==> config.mk <==
export PLATFORM = sky130hd
export DESIGN_NAME = fetch_queue
export DESIGN_NICKNAME = d
export VERILOG_FILES = /design/src/rtl/fetch_queue.sv
export SDC_FILE = /design/constraint.sdc
export NUM_CORES = 1
export LEC_CHECK = 0
export BUFFER_PORTS_ARGS = -buffer_cell sky130_fd_sc_hd__buf_2
export CAP_MARGIN = 15
export CORE_ASPECT_RATIO = 0.75
export CORE_MARGIN = 2
export CORE_UTILIZATION = 45
export CTS_CLUSTER_DIAMETER = 150
export CTS_CLUSTER_SIZE = 8
export DETAILED_ROUTE_END_ITERATION = 16
export GPL_TIMING_DRIVEN = 0
export PLACE_DENSITY = 0.76
export SYNTH_ARGS = -nofsm -noshare
export SYNTH_HDL_FRONTEND = slang
export SYNTH_SLANG_ARGS = --single-unit
export TNS_END_PERCENT = 50
==> constraint.sdc <==
create_clock -name clk -period 7.3 [get_ports clk]
set_input_delay 2.19 -clock clk [delete_from_list [all_inputs] [get_ports clk]]
set_output_delay 2.19 -clock clk [all_outputs]
set_load 0.005 [all_outputs]
==> src/rtl/fetch_queue.sv <==
// Fetch-to-decode queue: issues synchronous imem reads from the fetch PC and
// buffers {pc, instr} pairs in a small FIFO with a valid/ready decode port.
module fetch_queue #(
    parameter int unsigned PC_W    = 16,
    parameter int unsigned INSTR_W = 16,
    parameter int unsigned DEPTH   = 4
) (
    input  logic                       clk,
    input  logic                       n_rst,
    input  logic [PC_W-1:0]            pc,
    input  logic                       halted,
    input  logic                       flush,
    output logic [PC_W-1:0]            imem_addr,
    output logic                       imem_rd_en,
    input  logic [INSTR_W-1:0]         imem_data,
    output logic                       stall,
    output logic                       dec_valid,
    input  logic                       dec_ready,
    output logic [INSTR_W-1:0]         dec_instr,
    output logic [PC_W-1:0]            dec_pc,
    output logic [$clog2(DEPTH+1)-1:0] count
);

    localparam int unsigned CNT_W = $clog2(DEPTH + 1);
    localparam int unsigned PTR_W = $clog2(DEPTH);

    logic [INSTR_W-1:0] mem_instr [DEPTH];
    logic [PC_W-1:0]    mem_pc    [DEPTH];
    logic [PTR_W-1:0]   wr_ptr;
    logic [PTR_W-1:0]   rd_ptr;
    logic               inflight_v;
    logic [PC_W-1:0]    inflight_pc;
    logic               issue;
    logic               push;
    logic               pop;
    logic [CNT_W:0]     occupancy;

    // Counting the in-flight read reserves its slot, so a capture never finds the FIFO full.
    always_comb begin
        occupancy  = {1'b0, count} + {{CNT_W{1'b0}}, inflight_v};
        stall      = n_rst & (occupancy >= (CNT_W+1)'(DEPTH));
        issue      = n_rst & ~halted & ~flush & ~stall;
        imem_rd_en = issue;
        imem_addr  = pc;
        push       = inflight_v & ~flush;
        dec_valid  = n_rst & (count != '0) & ~flush;
        pop        = dec_valid & dec_ready;
        dec_instr  = mem_instr[rd_ptr];
        dec_pc     = mem_pc[rd_ptr];
    end

    always_ff @(posedge clk) begin
        if (!n_rst) begin
            count       <= '0;
            wr_ptr      <= '0;
            rd_ptr      <= '0;
            inflight_v  <= 1'b0;
            inflight_pc <= '0;
        end else if (flush) begin
            count      <= '0;
            wr_ptr     <= '0;
            rd_ptr     <= '0;
            inflight_v <= 1'b0;
        end else begin
            inflight_v <= issue;
            if (issue)
                inflight_pc <= pc;
            if (push) begin
                mem_instr[wr_ptr] <= imem_data;
                mem_pc[wr_ptr]    <= inflight_pc;
                wr_ptr            <= wr_ptr + PTR_W'(1);
            end
            if (pop)
                rd_ptr <= rd_ptr + PTR_W'(1);
            case ({push, pop})
                2'b10:   count <= count + CNT_W'(1);
                2'b01:   count <= count - CNT_W'(1);
                default: count <= count;
            endcase
        end
    end

    push_never_full: assert property (@(posedge clk) disable iff (!n_rst)
        push |-> (count != CNT_W'(DEPTH)));

endmodule

==> results.txt <==
DR top layer -> met4
Final setup margin -> 1750 ps
Crit-path slowest cell -> nor3b_4
Setup TNS -> 0 ps
Cells on worst reg2reg path -> 8
Largest net degree at the start of global routing -> 33
DRC Markers -> 0
Pwr Total -> 1.84 mW
CP startpoint -> flush
GP Congestion -> 0.709
Hold Violations, Final -> 0
Mean Syn Cell Area -> 19.0 sq um
Area after DPL -> 6580 sq um
MaxCap Viol Count -> 0
Die W -> 136 um
Ant diodes -> 0
Final net count -> 463
Drt first pass iters -> 4
Met3 routed WL -> 583 um
Syn. warnings -> 0
Post-route design area -> 7150 sq um
Synth unique cells -> 30
Slowest stage delay, CP -> 420 ps
Syn_nets -> 354
Routed via count -> 3000
Antenna violations before repair -> 0
Critical path peak fanout -> 10
Leak -> 2.50 nW
CP startpoint kind -> input pin
Final std cells w/o fill -> 604
Chip height -> 103 um
IO Port Bufs -> 90
Initial Util -> 45.8%
Root Buffer -> clkbuf_16
Worst VDD drop -> 0.000179 V
WL/cell -> 17.0 um
Total GRT Usage -> 15.7%
CP arrival -> 3360 ps
Number of setup buffers added after CTS -> 0
Slew HR -> 41.2%
Vias in the first global route -> 3023
Clock Path Buffers -> 2
Worst slack, placed -> 1750 ps
Measured slew at the worst slew-check pin -> 882 ps
Worst Setup End Kind -> output port
Worst r2r src -> count[0]
CTS clock-pin slew for the worst setup and hold paths -> 60 ps
CTS tree -> built
Via density per instance -> 4.97
Slew Limit Fails -> 0
Area of the multi-input gates -> 1310 sq um
Final setup viols -> 0
Most frequent CP cell -> buf_2
Register Area -> 4360 sq um
DR WL met2 -> 4930 um
Cells along the critical path -> buf_2 > nor3b_4 > and2_1 > buf_6 > buf_12 > buf_2
Gr ovfl total -> 0
Fin crit share -> 76.1%
Setup Skew -> 5.71 ps
Placed Cells -> 572
CTS resizes -> 0
DP Wirelength -> 6480 um
RSZ-0062 raised after global routing -> no
Worst setup path end -> imem_rd_en
Worst-Skew Late Latency -> 410 ps
Sequential area share after synthesis -> 73.8%
Cell Area, Synth -> 5910 sq um
TritonCTS Sinks -> 154
Max Clk Rate -> 180 MHz
Die area -> 14100 sq um
Tightest Hold Check Type -> reg -> reg
Routed wire length -> 10200 um
First-pass GRT wire length -> 16000 um
Pwr Density -> 258 nW/um^2
Area delta synth->final -> 20.8%
Core ar. -> 12900 sq um
Gate Count Post-Synth -> 311
Hold_sp -> rd_ptr[1]
DRT iter0 DRCs -> 200
Post-layout min period -> 5550 ps
Required time of the worst setup path -> 5110 ps
Final ANT Viol Nets -> 0
Fillers -> 1005
R2r setup slk -> 5070 ps
Rows -> 36
Inserted Clock Buffers -> 17
I/O pins -> 91
Share of cells above drive strength 1 -> 45.0%
Worst reg2reg endpoint -> count[2]
Seq cells post-synth -> 154
Hold_buf cts -> 0
M1 WL -> 4590 um
WS Path Type -> in -> out
Max H-tree Level -> 4
Status -> complete, no violations
-- worst max-delay path, delay by kind of cell --
kind                   cells  cell delay (ps)
AND/OR/NAND/NOR            2              630
buffers and inverters      4              530
-- cell usage in the layout, fill, tap and decap left out, types with 2 or more instances in the layout --
cell / instances
dfxtp_1: 26
a21oi_1: 2
o21ai_2: 9
inv_1: 5
clkinvlp_4: 4
xor2_1: 2
and2_1: 2
inv_6: 8
ha_1: 5
clkinv_1: 2
nand3_1: 16
edfxtp_1: 128
nor3_1: 2
o21ai_0: 8
nor2b_1: 2
mux4_2: 32
buf_2: 94
nand2b_1: 2
nor2_1: 6
buf_1: 3
nand2_1: 19
and3_2: 4
clkbuf_16: 17
buf_6: 2
buf_4: 20
mux2i_1: 4
-- final cells by class --
class                   count  area share (%)
clock inverters            15            1.93
flip-flops and latches    154            61.1
multi-input cells         121            18.3
clock buffers              17            5.95
plain buffers              31            3.19
repair buffers             90            6.30
well taps                 171            2.99
inverters                   5           0.263
-- registers in the layout, indices dropped and copies added (netlist names), named ones only --
register	count
mem_pc	64
wr_ptr	2
mem_instr	64
rd_ptr	2
inflight_pc	16
inflight_v	1
count	3
-- how the worst min path moves through the flow --
stage | end | cells past startpoint
after floorplan | flip-flop | 1
after CTS | rd_ptr[1] | 1
final | rd_ptr[1] | 1
after detailed placement | flip-flop | 1
after global placement | rd_ptr[1] | 1
after global routing | rd_ptr[1] | 1
-- Yosys cell counts --
cell	n	share of area (%)
o21ai_0	8	0.68
xnor2_1	1	0.15
buf_12	1	0.34
buf_6	2	0.38
edfxtp_1	128	65
nor3b_2	1	0.21
nor2b_1	2	0.21
or3_1	1	0.11
buf_4	20	2.5
inv_1	5	0.32
nand2b_1	2	0.21
a31oi_4	1	0.36
buf_1	3	0.19
mux2i_1	4	0.68
o21ai_2	9	1.3
buf_2	4	0.34
mux4_2	32	12
ha_1	5	1.1
nand2_1	19	1.2
clkbuf_1	1	0.063
dfxtp_1	26	8.8
nor3_1	2	0.17
and2_1	2	0.21
fa_1	1	0.34
nand3_1	16	1.4
nor2_1	6	0.38
xor2_1	2	0.30
nor3b_4	1	0.32
a21oi_1	2	0.17
and3_1	4	0.42
-- metal layers --
metal,vias up,track usage [%]
met1,1483,21.0
met2,83,24.9
li1,1420,-
met3,14,4.48
met5,-,0
met4,0,5.69
-- logic make-up after synthesis --
kind of cell	synth area share (%)
AO/OA/AOI/OAI	2.54
XOR/XNOR	0.444
adder cells (fa/ha/maj)	1.40
buffers and inverters	4.17
flip-flops	73.8
AND/OR/NAND/NOR	4.80
multiplexers	12.9
-- report_power, final --
group	total, mW	internal, mW	switching, mW
logic	0.0509	0.0261	0.0248
registers	0.964	0.958	0.00642
clock network	0.826	0.475	0.351
total	1.84	1.46	0.383
-- through the flow --
step / utilization [%] / hold slack [ps]
after floorplan: - / 430
after global placement: 50.9 / 450
after detailed placement: 50.9 / 477
after CTS: 55.3 / 472
after global routing: 55.3 / 496
final: 55.3 / 469
(Power assumes the default switching activity.)
